[config.mk]
export PLATFORM = sky130hd
export DESIGN_NAME = fan_speed_ctrl
export DESIGN_NICKNAME = d
export VERILOG_FILES = /design/src/rtl/fan_pkg.sv /design/src/rtl/btn_debounce.sv /design/src/rtl/fan_speed_ctrl.sv
export SDC_FILE = /design/constraint.sdc
export NUM_CORES = 1
export LEC_CHECK = 0
export ABC_AREA = 1
export CORE_MARGIN = 2
export CORE_UTILIZATION = 50
export CTS_BUF_LIST = sky130_fd_sc_hd__clkbuf_4
export DETAILED_ROUTE_END_ITERATION = 12
export PLACE_DENSITY = 0.71
export RECOVER_POWER = 100
export SLEW_MARGIN = 20
export SYNTH_ARGS = -nofsm -noshare
export SYNTH_HDL_FRONTEND = slang
export SYNTH_SLANG_ARGS = --single-unit
export TNS_END_PERCENT = 100
[constraint.sdc]
create_clock -name clk -period 1.8 [get_ports clk]
set_clock_uncertainty 0.15 [all_clocks]
set_input_delay 0.27 -clock clk [delete_from_list [all_inputs] [get_ports clk]]
set_output_delay 0.27 -clock clk [all_outputs]
set_load 0.01 [all_outputs]
[src/rtl/fan_pkg.sv]
// Shared fan level encoding, used by the speed controller and the LED/display logic.
package fan_pkg;

  localparam logic [1:0] LVL_OFF  = 2'b00;
  localparam logic [1:0] LVL_LOW  = 2'b01;
  localparam logic [1:0] LVL_MID  = 2'b10;
  localparam logic [1:0] LVL_HIGH = 2'b11;

  typedef enum logic [1:0] {
    ST_OFF  = LVL_OFF,
    ST_LOW  = LVL_LOW,
    ST_MID  = LVL_MID,
    ST_HIGH = LVL_HIGH
  } fan_state_t;

  // One button step around the ring OFF -> LOW -> MID -> HIGH -> OFF.
  function automatic fan_state_t next_level(input fan_state_t s);
    case (s)
      ST_OFF:  return ST_LOW;
      ST_LOW:  return ST_MID;
      ST_MID:  return ST_HIGH;
      default: return ST_OFF;
    endcase
  endfunction

endpackage

[src/rtl/btn_debounce.sv]
// Push-button conditioning: 2-flop synchronizer, debounce, and a one-cycle
// pulse on each accepted press (debounced 0->1). Releases produce no pulse.
module btn_debounce #(
  parameter int DEBOUNCE_CYCLES = 1_000_000
) (
  input  logic clk,
  input  logic rst_n,
  input  logic btn_raw,
  output logic btn_level,
  output logic btn_pulse
);

  localparam int CW = (DEBOUNCE_CYCLES < 2) ? 1 : $clog2(DEBOUNCE_CYCLES + 1);
  localparam logic [CW-1:0] CNT_LAST = CW'(DEBOUNCE_CYCLES - 1);

  logic          sync_q1;
  logic          sync_q2;
  logic [CW-1:0] stable_cnt;
  logic          level_q;

  // Bring the asynchronous button into the clk domain.
  always_ff @(posedge clk or negedge rst_n) begin
    if (!rst_n) begin
      sync_q1 <= 1'b0;
      sync_q2 <= 1'b0;
    end else begin
      sync_q1 <= btn_raw;
      sync_q2 <= sync_q1;
    end
  end

  // Accept a new level only after it has differed for DEBOUNCE_CYCLES straight cycles;
  // any return to the current level restarts the count.
  always_ff @(posedge clk or negedge rst_n) begin
    if (!rst_n) begin
      stable_cnt <= '0;
      btn_level  <= 1'b0;
    end else if (sync_q2 == btn_level) begin
      stable_cnt <= '0;
    end else if (stable_cnt == CNT_LAST) begin
      stable_cnt <= '0;
      btn_level  <= sync_q2;
    end else begin
      stable_cnt <= stable_cnt + 1'b1;
    end
  end

  // Rising-edge detect on the debounced level gives one pulse per press.
  always_ff @(posedge clk or negedge rst_n) begin
    if (!rst_n) begin
      level_q   <= 1'b0;
      btn_pulse <= 1'b0;
    end else begin
      level_q   <= btn_level;
      btn_pulse <= btn_level & ~level_q;
    end
  end

endmodule

[src/rtl/fan_speed_ctrl.sv]
// Button-driven fan speed controller: debounced button steps a 4-level FSM,
// which selects the motor PWM duty and drives the level code for the LEDs.
//
//   state   | meaning
//   --------+-------------------------------------
//   ST_OFF  | fan stopped, PWM duty 0
//   ST_LOW  | low speed,  PWM duty DUTY_LOW
//   ST_MID  | mid speed,  PWM duty DUTY_MID
//   ST_HIGH | full speed, PWM duty DUTY_HIGH
module fan_speed_ctrl
  import fan_pkg::*;
#(
  parameter int DEBOUNCE_CYCLES = 1_000_000,
  parameter int PWM_PERIOD      = 100,
  parameter int DUTY_LOW        = 30,
  parameter int DUTY_MID        = 60,
  parameter int DUTY_HIGH       = 90
) (
  input  logic       clk,
  input  logic       rst_n,
  input  logic       btn_raw,
  input  logic       btn_off,
  output logic [1:0] level_code,
  output logic       fan_on,
  output logic       pwm_out,
  output logic       btn_pulse
);

  if (PWM_PERIOD < 2 || DUTY_LOW > PWM_PERIOD || DUTY_MID > PWM_PERIOD ||
      DUTY_HIGH > PWM_PERIOD) begin : g_param_err
    $error("fan_speed_ctrl: PWM_PERIOD must be >= 2 and every DUTY_* <= PWM_PERIOD");
  end

  localparam int CW = $clog2(PWM_PERIOD + 1);
  localparam logic [CW-1:0] CNT_LAST = CW'(PWM_PERIOD - 1);

  fan_state_t    state_q;
  fan_state_t    state_d;
  logic [CW-1:0] pwm_cnt;
  logic [CW-1:0] duty_act;
  logic [CW-1:0] duty_target;
  // Debounced level is not needed by the FSM; kept on the instance for probing.
  logic          btn_level_unused;

  btn_debounce #(
    .DEBOUNCE_CYCLES(DEBOUNCE_CYCLES)
  ) u_btn_debounce (
    .clk      (clk),
    .rst_n    (rst_n),
    .btn_raw  (btn_raw),
    .btn_level(btn_level_unused),
    .btn_pulse(btn_pulse)
  );

  // Speed state register.
  always_ff @(posedge clk or negedge rst_n) begin
    if (!rst_n) state_q <= ST_OFF;
    else        state_q <= state_d;
  end

  // Next speed: force-off wins over a press arriving in the same cycle.
  always_comb begin
    state_d = state_q;
    if (btn_off)        state_d = ST_OFF;
    else if (btn_pulse) state_d = next_level(state_q);
  end

  // Duty requested by the current speed.
  always_comb begin
    duty_target = '0;
    case (state_q)
      ST_LOW:  duty_target = CW'(DUTY_LOW);
      ST_MID:  duty_target = CW'(DUTY_MID);
      ST_HIGH: duty_target = CW'(DUTY_HIGH);
      default: duty_target = '0;
    endcase
  end

  // PWM: free-running period counter; duty only switches at the period boundary
  // so a speed change never truncates or stretches the pulse in flight.
  always_ff @(posedge clk or negedge rst_n) begin
    if (!rst_n) begin
      pwm_cnt  <= '0;
      duty_act <= '0;
      pwm_out  <= 1'b0;
    end else begin
      pwm_out <= (pwm_cnt < duty_act);
      if (pwm_cnt == CNT_LAST) begin
        pwm_cnt  <= '0;
        duty_act <= duty_target;
      end else begin
        pwm_cnt <= pwm_cnt + 1'b1;
      end
    end
  end

  assign level_code = state_q;
  assign fan_on     = (state_q != ST_OFF);

endmodule

Word-level counts from Yosys, hierarchy flattened
Index checks and enable logic that the tools add are counted.
- flip-flop bits (word level): 42
- input port bits: 4
- output and inout port bits: 5
- word-level logic and storage cells: 33
- add/sub/neg operators: 2
- $lt $le $gt $ge: 1
- equal/unequal tests: 6
- multiplexer cells: 7
- bitwise gates (word level): 3
- reductions and logical operators: 4
- operator list (operator ; count):
    $mux 20 ; 2
    $pmux 7 s3 ; 1
    $add 20x1->20 const B ; 1
    $eq 20x20->1 const B ; 1
    $add 7x1->7 const B ; 1
    $eq 7x7->1 const B ; 1
    $lt 7x7->1 ; 1
    $mux 7 ; 1
    $pmux 2 s3 ; 1
    $eq 2x2->1 const B ; 2
    $mux 2 ; 2
    $reduce_bool 2->1 ; 2
    $eq 2x1->1 const B ; 1
    $logic_not 2->1 ; 1
    $not 1->1 ; 2
    $reduce_and 2->1 ; 1
    $and 1x1->1 ; 1
    $eq 1x1->1 ; 1

Longest topological paths before layout
Gate-level depths: netlist of the first run.
- depth in word-level cells: 4
- gate-level depth with buffers: 9
- depth with buffers taken out: 9

Modules after synthesis
From an unflattened synthesis of the first run, not the netlist that was laid out.
- cell total of the unflattened synthesis: 266
- area total of the unflattened synthesis: 2213.4 sq um
- by module, submodules not included (module ; instances ; cells each ; area each (sq um) ; seq. area each (sq um)):
    btn_debounce ; 1 ; 164 ; 1318.8 ; 625.6
    fan_speed_ctrl ; 1 ; 102 ; 894.6 ; 375.4

Worst setup path before layout of the first run
No wires, ideal clock.
- path type: register to register
- start: register u_btn_debounce.stable_cnt[0]
- end: register u_btn_debounce.stable_cnt[12]
- library setup time: 0.121 ns
- data arrival time: 1.103 ns
- required time: 1.529 ns
- slack: 0.425 ns
- stages on the path, launching flop included: 9
- path buffers: 0
- period minus slack after synthesis: 1.375 ns
- cells stage by stage: dfrtp_1 ha_1 nand3_2 inv_1 nand2_2 inv_2 nand2_2 xor2_1 nor2_1
- word-level cells in the longest chain between the ends: 3
- elaborated cells on any way between the ends: 4
- those cells by class: add/sub (1); eq/ne (1); mux (2)
- RTL lines (what ; RTL line ; text):
    start: declaration ; btn_debounce.sv:18 ; logic [CW-1:0] stable_cnt;
    start signal: assignment ; btn_debounce.sv:44 ; stable_cnt <= stable_cnt + 1'b1;
    $add 20x1->20 / $eq 20x20->1 (equally long branches) ; btn_debounce.sv:44, btn_debounce.sv:40 ;
    $mux 20 (*) ; btn_debounce.sv:40 ; end else if (stable_cnt == CNT_LAST) begin
    $mux 20 (*) ; btn_debounce.sv:38 ; end else if (sync_q2 == btn_level) begin
Every way passes the cells marked *; elsewhere a longest branch is shown, timed or not.
A chain may end at the register's enable or synchronous reset.

Final worst setup path of the first run
- start: register state_q[0] (netlist: level_code[0])
- end: output port fan_on
- word-level cells in the longest chain between the ends: 1
- RTL lines (what ; RTL line ; text):
    start: declaration ; fan_speed_ctrl.sv:37 ; fan_state_t state_q;
    start signal: assignment ; fan_speed_ctrl.sv:58 ; else state_q <= state_d;
    $reduce_bool 2->1 ; fan_speed_ctrl.sv:98 ; assign fan_on = (state_q != ST_OFF);
    end: declaration ; fan_speed_ctrl.sv:24 ; output logic fan_on,
No other way between the ends.

==> results of run 1 <==
[final cells by class]
class,count,share of cell area [%]
Sequential cell,40,41.5
Multi-Input combinational cell,180,41.0
Tap cell,50,2.59
Clock inverter,3,1.76
Timing Repair Buffer,17,6.07
Inverter,35,5.45
Clock buffer,5,1.56
[registers in the layout, summed over array words and instances, names as in the netlist]
| register | count |
|---|---|
| duty_act | 5 |
| level_code | 2 |
| pwm_cnt | 7 |
| pwm_out | 1 |
| u_btn_debounce.btn_level | 1 |
| u_btn_debounce.btn_pulse | 1 |
| u_btn_debounce.level_q | 1 |
| u_btn_debounce.stable_cnt | 20 |
| u_btn_debounce.sync_q1 | 1 |
| u_btn_debounce.sync_q2 | 1 |
[metal layers]
layer  vias to the layer above  wire (µm)  global-route usage [%]
met4                         0         83                    8.33
met2                        21       1730                    27.8
met5                         -          0                       0
li1                        849          -                       -
met3                         8        127                    3.49
met1                       751       1960                    26.6
[synth_stat cells (2+ instances only)]
cell type	number
o21ai_0	10
inv_2	2
nor2_2	5
inv_1	33
xor2_1	7
nand2_2	6
xnor2_1	3
nand3_2	4
a21oi_1	8
nor2_1	52
nor2_4	2
nor3_1	3
dfrtp_1	40
nand3_1	19
nand2_1	35
ha_1	14
o21ai_1	2
[report_power, final]
group          internal (µW)  switching (µW)
Sequential               906            5.58
Clock                    290             318
Combinational           19.1            33.0
[cells by family after synthesis]
logic type               Yosys count  synth area share (%)
AO/OA/AOI/OAI                     24                  6.21
XOR/XNOR                          11                  4.82
adder cells (fa/ha/maj)           14                  8.13
buffers and inverters             36                  6.33
flip-flops                        40                  46.5
AND/OR/NAND/NOR                  131                  28.0
[stage by stage]
stage	hold slack (ps)	setup slack, ps	cell area [µm²]	power [µW]	instances
3_5_place_dp	86.6	115	2330	984	317
6_report	213	73.8	2410	1570	330
2_1_floorplan	-176	425	2150	948	256
3_3_place_gp	85.7	207	2330	982	317
5_1_grt	230	25.2	2410	1640	330
4_1_cts	188	4.29	2420	1590	326
[what timing repair did]
item / 4_1_cts / 5_1_grt
resized for setup: 5 / 2
gates cloned: 0 / 0
hold buffers: 1 / 0
endpoints found under the setup margin: 3 / 2
hold endpoints to repair: 17 / 0
buffers inserted: 0 / 4
[final timing paths]
check | startpoint | end | slack (ps) | depth (start not counted)
min | u_btn_debounce.sync_q1$_DFF_PN0_ | u_btn_debounce.sync_q2$_DFF_PN0_ | 210 | 0
min reg2reg | u_btn_debounce.sync_q1$_DFF_PN0_ | u_btn_debounce.sync_q2$_DFF_PN0_ | 210 | 0
min in group asynchronous | rst_n | pwm_cnt[6]$_DFF_PN0_ | 430 | 2
max reg2reg | u_btn_debounce.stable_cnt[2]$_DFF_PN0_ | u_btn_debounce.stable_cnt[19]$_DFF_PN0_ | 130 | 7
max | level_code[0]$_DFFE_PN0P_ | fan_on | 70 | 4
max in group asynchronous | rst_n | u_btn_debounce.stable_cnt[15]$_DFF_PN0_ | 400 | 3
==> impl_metrics.ini, run 1 <==
[routing]
drc = 0
vias_per_cell = 4.94
wirelength_um = 3890
dr_total_vias = 1629
antenna_left = 0
dr.pass1.iters = 4
wl_per_cell_um = 11.8
drt_iter0_markers = 125

[floorplan]
io_pins = 9
dieArea_um2 = 4850
die-height_um = 69.6
die_w_um = 69.6
coreArea_um2 = 4090
start_util_pct = 52.7
rows = 23

[timing]
worst_pin_slew_ps = 1040
finalMaxSlewViolations = 0
slew_headroom_pct = 30.9
hold_viol_final = 0
fin_setup_tns_ps = 0
fmax_mhz = 579
fin_crit_sh_pct = 95.9
setup_viol = 0
period_needed_ps = 1730
rsz0062_at_grt = no

[synth]
postSynthAreaPerCell_um2 = 8.42
yosysWarnings = 0
synth-edff-count = 0
synth_top_area_share_pct = 46.5
yosysUniqueCellTypes = 28
synth_fp_nets = 274
post-synth-top-area-cell = dfrtp_1
ys_seq_area_share_pct = 46.5
syn_area_um2 = 2150
ys.flop_type = dfrtp_1
synthTopCellsByArea = dfrtp_1 46%, nor2_1 9.1%, ha_1 8.1%
netlist_instances = 256
ys_ff_latch = 40
async_flop_share_pct = 100

[critical_path]
start_kind = register
cp_top_family = flip-flops
cp-end-kind = output port
critPathBufInv = 3
required_ps = 1380
path_class = reg2out
path_max_fanout = 3
worstPathArrival_ps = 1310
worstPathCellList = inv_2 > ha_2 > inv_1 > clkdlybuf4s15_1
slowest_stage = dfrtp_1
max_stage_delay_ps = 420

[cells_and_area]
regArea_um2 = 1000
fillers = 379
drive_above_1_share_pct = 11.1
final_util_pct = 59.0
n_antenna_cell = 0
fin_nets = 297
multi_input_area_um2 = 990
final_cell_mix = 55 x nor2_1, 40 x dfrtp_1, 36 x nand2_1
final_common_cell = nor2_1
syn2layout_area_growth_pct = 11.9

[cts]
cts_made_buffers = 5
cts_tree = built
root_buffer = clkbuf_4
htree_levels = 2
clk_latency_ps = 370
cts.sinks = 40
clk_pin_slew_worst_paths_ps = 110
cts_buffer_depth = 2

[flow_run]
max_cap_violations = 0

[placement]
routabilityCongestion = 0.903
post-dp-hpwl_um = 2910
port_buffers = 8

[global_routing]
grt_max_degree = 24
grt-ovfl-total = 0
grt_pass1_wl_um = 7180
antenna_found_initial = 0
grt_pass1_vias = 1603
gr-usage-all-layers_pct = 18.7

[outcome]
status = finished clean

[power]
ir_drop_uv = 497
p_leak_uw = 0.00113
powerDensity_nw_per_um2 = 652

[hold_path]
worstHoldPathType = reg2reg
Note: power is estimated with default switching activity, not from simulation.
==> inputs of run 2 (changes only) <==
--- a/config.mk
+++ b/config.mk
@@ -5,13 +5,13 @@
 export SDC_FILE = /design/constraint.sdc
 export NUM_CORES = 1
 export LEC_CHECK = 0
-export ABC_AREA = 1
 export CORE_MARGIN = 2
-export CORE_UTILIZATION = 50
+export CORE_UTILIZATION = 35
 export CTS_BUF_LIST = sky130_fd_sc_hd__clkbuf_4
 export DETAILED_ROUTE_END_ITERATION = 12
-export PLACE_DENSITY = 0.71
+export PLACE_DENSITY = 0.54
 export RECOVER_POWER = 100
+export SKIP_LAST_GASP = 1
 export SLEW_MARGIN = 20
 export SYNTH_ARGS = -nofsm -noshare
 export SYNTH_HDL_FRONTEND = slang
==> run 2 against run 1 <==
Effect of this change:
- the flow now finishes with violations (setup timing)
- setup slack worse by 360 ps
- worst hold slack worse by 0.82 ps
- largest power group unchanged
- final cell count down 4.5%
- critical path depth up 1
- sequential share of layout area down 1.8 points
- global-route usage down 5.4 points
- design area up 4.6%
==> impl_metrics.ini, run 2 <==
[timing]
finalMaxSlewViolations = 0
fin_setup_tns_ps = -5520
setup_slack_ps = -284
setup_viol = 21
worst_pin_slew_ps = 540
hold_viol_final = 0
period_needed_ps = 2080
fin_crit_sh_pct = 116
slew_headroom_pct = 64.0
rsz0062_at_grt = yes
fmax_mhz = 480

[hold_path]
whs_path_depth = 0
hp-start = u_btn_debounce.sync_q1$_DFF_PN0_
worstHoldPathType = reg2reg
hold_end = u_btn_debounce.sync_q2$_DFF_PN0_

[cells_and_area]
largest_reg_flops = 20
largestRegisters = u_btn_debounce.stable_cnt: 20 flops, pwm_cnt: 7 flops, duty_act: 5 flops
final_common_cell = dfrtp_1
largest_register = u_btn_debounce.stable_cnt
fillers = 549
regArea_um2 = 1000
fin_nets = 260
final_cell_mix = 40 x dfrtp_1, 30 x buf_4, 25 x nor2_1
final_util_pct = 46.1
syn2layout_area_growth_pct = 27.4
drive_above_1_share_pct = 22.6
n_antenna_cell = 0
multi_input_area_um2 = 945

[routing]
dr.pass1.iters = 4
drc = 0
wl_met3_um = 88
top_layer = met4
drt_iter0_markers = 28
wl_per_cell_um = 11.9
antenna_left = 0
vias_per_cell = 4.64
dr_total_vias = 1462
wl_met2_um = 1890
wirelength_met1_um = 1740
wirelength_um = 3750

[cts]
cts.sinks = 40
htree_levels = 2
clk_pin_slew_worst_paths_ps = 120
cts_tree = built
cts_buffer_depth = 2
clk_latency_ps = 340
cts_made_buffers = 5
root_buffer = clkbuf_4

[placement]
port_buffers = 8
routabilityCongestion = 0.761
post-dp-hpwl_um = 2750

[synth]
async_flop_share_pct = 100
synthTopCellsByArea = dfrtp_1 51%, ha_1 8.8%, xnor2_1 7.5%
post-synth-top-area-cell = dfrtp_1
synth_fp_nets = 209
yosysWarnings = 0
ys_ff_latch = 40
ys.flop_type = dfrtp_1
synth_commonest_cells = 40 x dfrtp_1, 30 x nor2_1, 17 x xnor2_1, 14 x ha_1, 12 x nand2_1
yosysUniqueCellTypes = 33
synth-edff-count = 0
synth_top_area_share_pct = 50.6
postSynthAreaPerCell_um2 = 10.4
netlist_instances = 191
ys_seq_area_share_pct = 50.6
syn_area_um2 = 1980
yosysMostFrequentCell = dfrtp_1

[critical_path]
worstPathCellList = or4_1 > or4_4 > o21ai_4 > buf_12 > nor2_1
critPathBufInv = 1
reg2reg_slack_ps = -280
path_max_fanout = 12
path_class = reg2reg
cp-end-kind = register
reg2reg_to = u_btn_debounce.stable_cnt[13]$_DFF_PN0_
required_ps = 1880
cp_top_family = simple AND/OR/NAND/NOR gates
r2r-start = u_btn_debounce.stable_cnt[15]$_DFF_PN0_
slowest_stage = or4_4
max_stage_delay_ps = 530
worstPathArrival_ps = 2160
start_kind = register
r2r_cells = 5

[floorplan]
dieArea_um2 = 6270
rows = 27
die_w_um = 79.2
coreArea_um2 = 5470
die-height_um = 79.2
start_util_pct = 36.2
io_pins = 9

[power]
p_leak_uw = 0.00110
ir_drop_uv = 447
powerDensity_nw_per_um2 = 624

[outcome]
violations = setup timing
status = finished, violations left

[flow_run]
max_cap_violations = 0

[global_routing]
gr-usage-all-layers_pct = 13.3
grt_pass1_wl_um = 6530
grt_pass1_vias = 1532
grt_max_degree = 22
antenna_found_initial = 0
grt-ovfl-total = 0
==> run 2: power breakdown <==
group | total [µW] | internal, µW | leakage (µW) | switching [µW]
clock | 596 | 307 | 0.0000456 | 289
sequential | 910 | 906 | 0.000537 | 3.90
combinational | 67.6 | 28.7 | 0.000516 | 38.9
==> run 2: cell type report <==
class	instances	share of cell area, %
timing repair buffer	46	14.5
inverter	11	1.64
multi-input combinational	138	37.5
clock buffer	6	1.79
tap	72	3.57
clock inverter	2	1.39
sequential	40	39.7
==> run 2: worst max path at each step <==
stage                                                  from                                      end  cells after the start
finish              u_btn_debounce.stable_cnt[15]$_DFF_PN0_  u_btn_debounce.stable_cnt[13]$_DFF_PN0_                      5
global route        u_btn_debounce.stable_cnt[15]$_DFF_PN0_  u_btn_debounce.stable_cnt[12]$_DFF_PN0_                      5
CTS                 u_btn_debounce.stable_cnt[15]$_DFF_PN0_  u_btn_debounce.stable_cnt[13]$_DFF_PN0_                      5
detailed placement  u_btn_debounce.stable_cnt[15]$_DFF_PN0_     u_btn_debounce.btn_level$_DFFE_PN0P_                      4
global placement    u_btn_debounce.stable_cnt[15]$_DFF_PN0_     u_btn_debounce.btn_level$_DFFE_PN0P_                      4
floorplan           u_btn_debounce.stable_cnt[15]$_DFF_PN0_     u_btn_debounce.btn_level$_DFFE_PN0P_                      4
==> run 2: layer usage <==
metal / GRT usage (%) / up-vias
met5: 0 / -
met4: 3.62 / 0
met3: 3.41 / 4
met2: 23.3 / 12
met1: 16.2 / 692
li1: - / 754
==> run 2: cell families after synthesis <==
logic type / synth area share [%]
fa+ha+maj: 8.85
buf+inv: 2.84
simple gates: 20.8
compound gates: 5.44
xor+xnor: 8.41
flops: 50.6
mux: 3.10
==> run 2: what timing repair did <==
item,CTS,global route
setup buffers,1,3
hold buffers,1,0
setup endpoints to repair,24,23
resized for setup,5,7
hold endpoints to repair,19,0
==> run 2: stage by stage <==
stage	area, µm²	setup WS, ps	power (µW)	hold slack (ps)	cells
finish	2520	-284	1570	212	315
global route	2520	-346	1630	220	315
CTS	2510	-287	1600	204	312
detailed placement	2410	-285	996	117	302
global placement	2410	-267	995	112	302
floorplan	1990	-311	947	-176	191
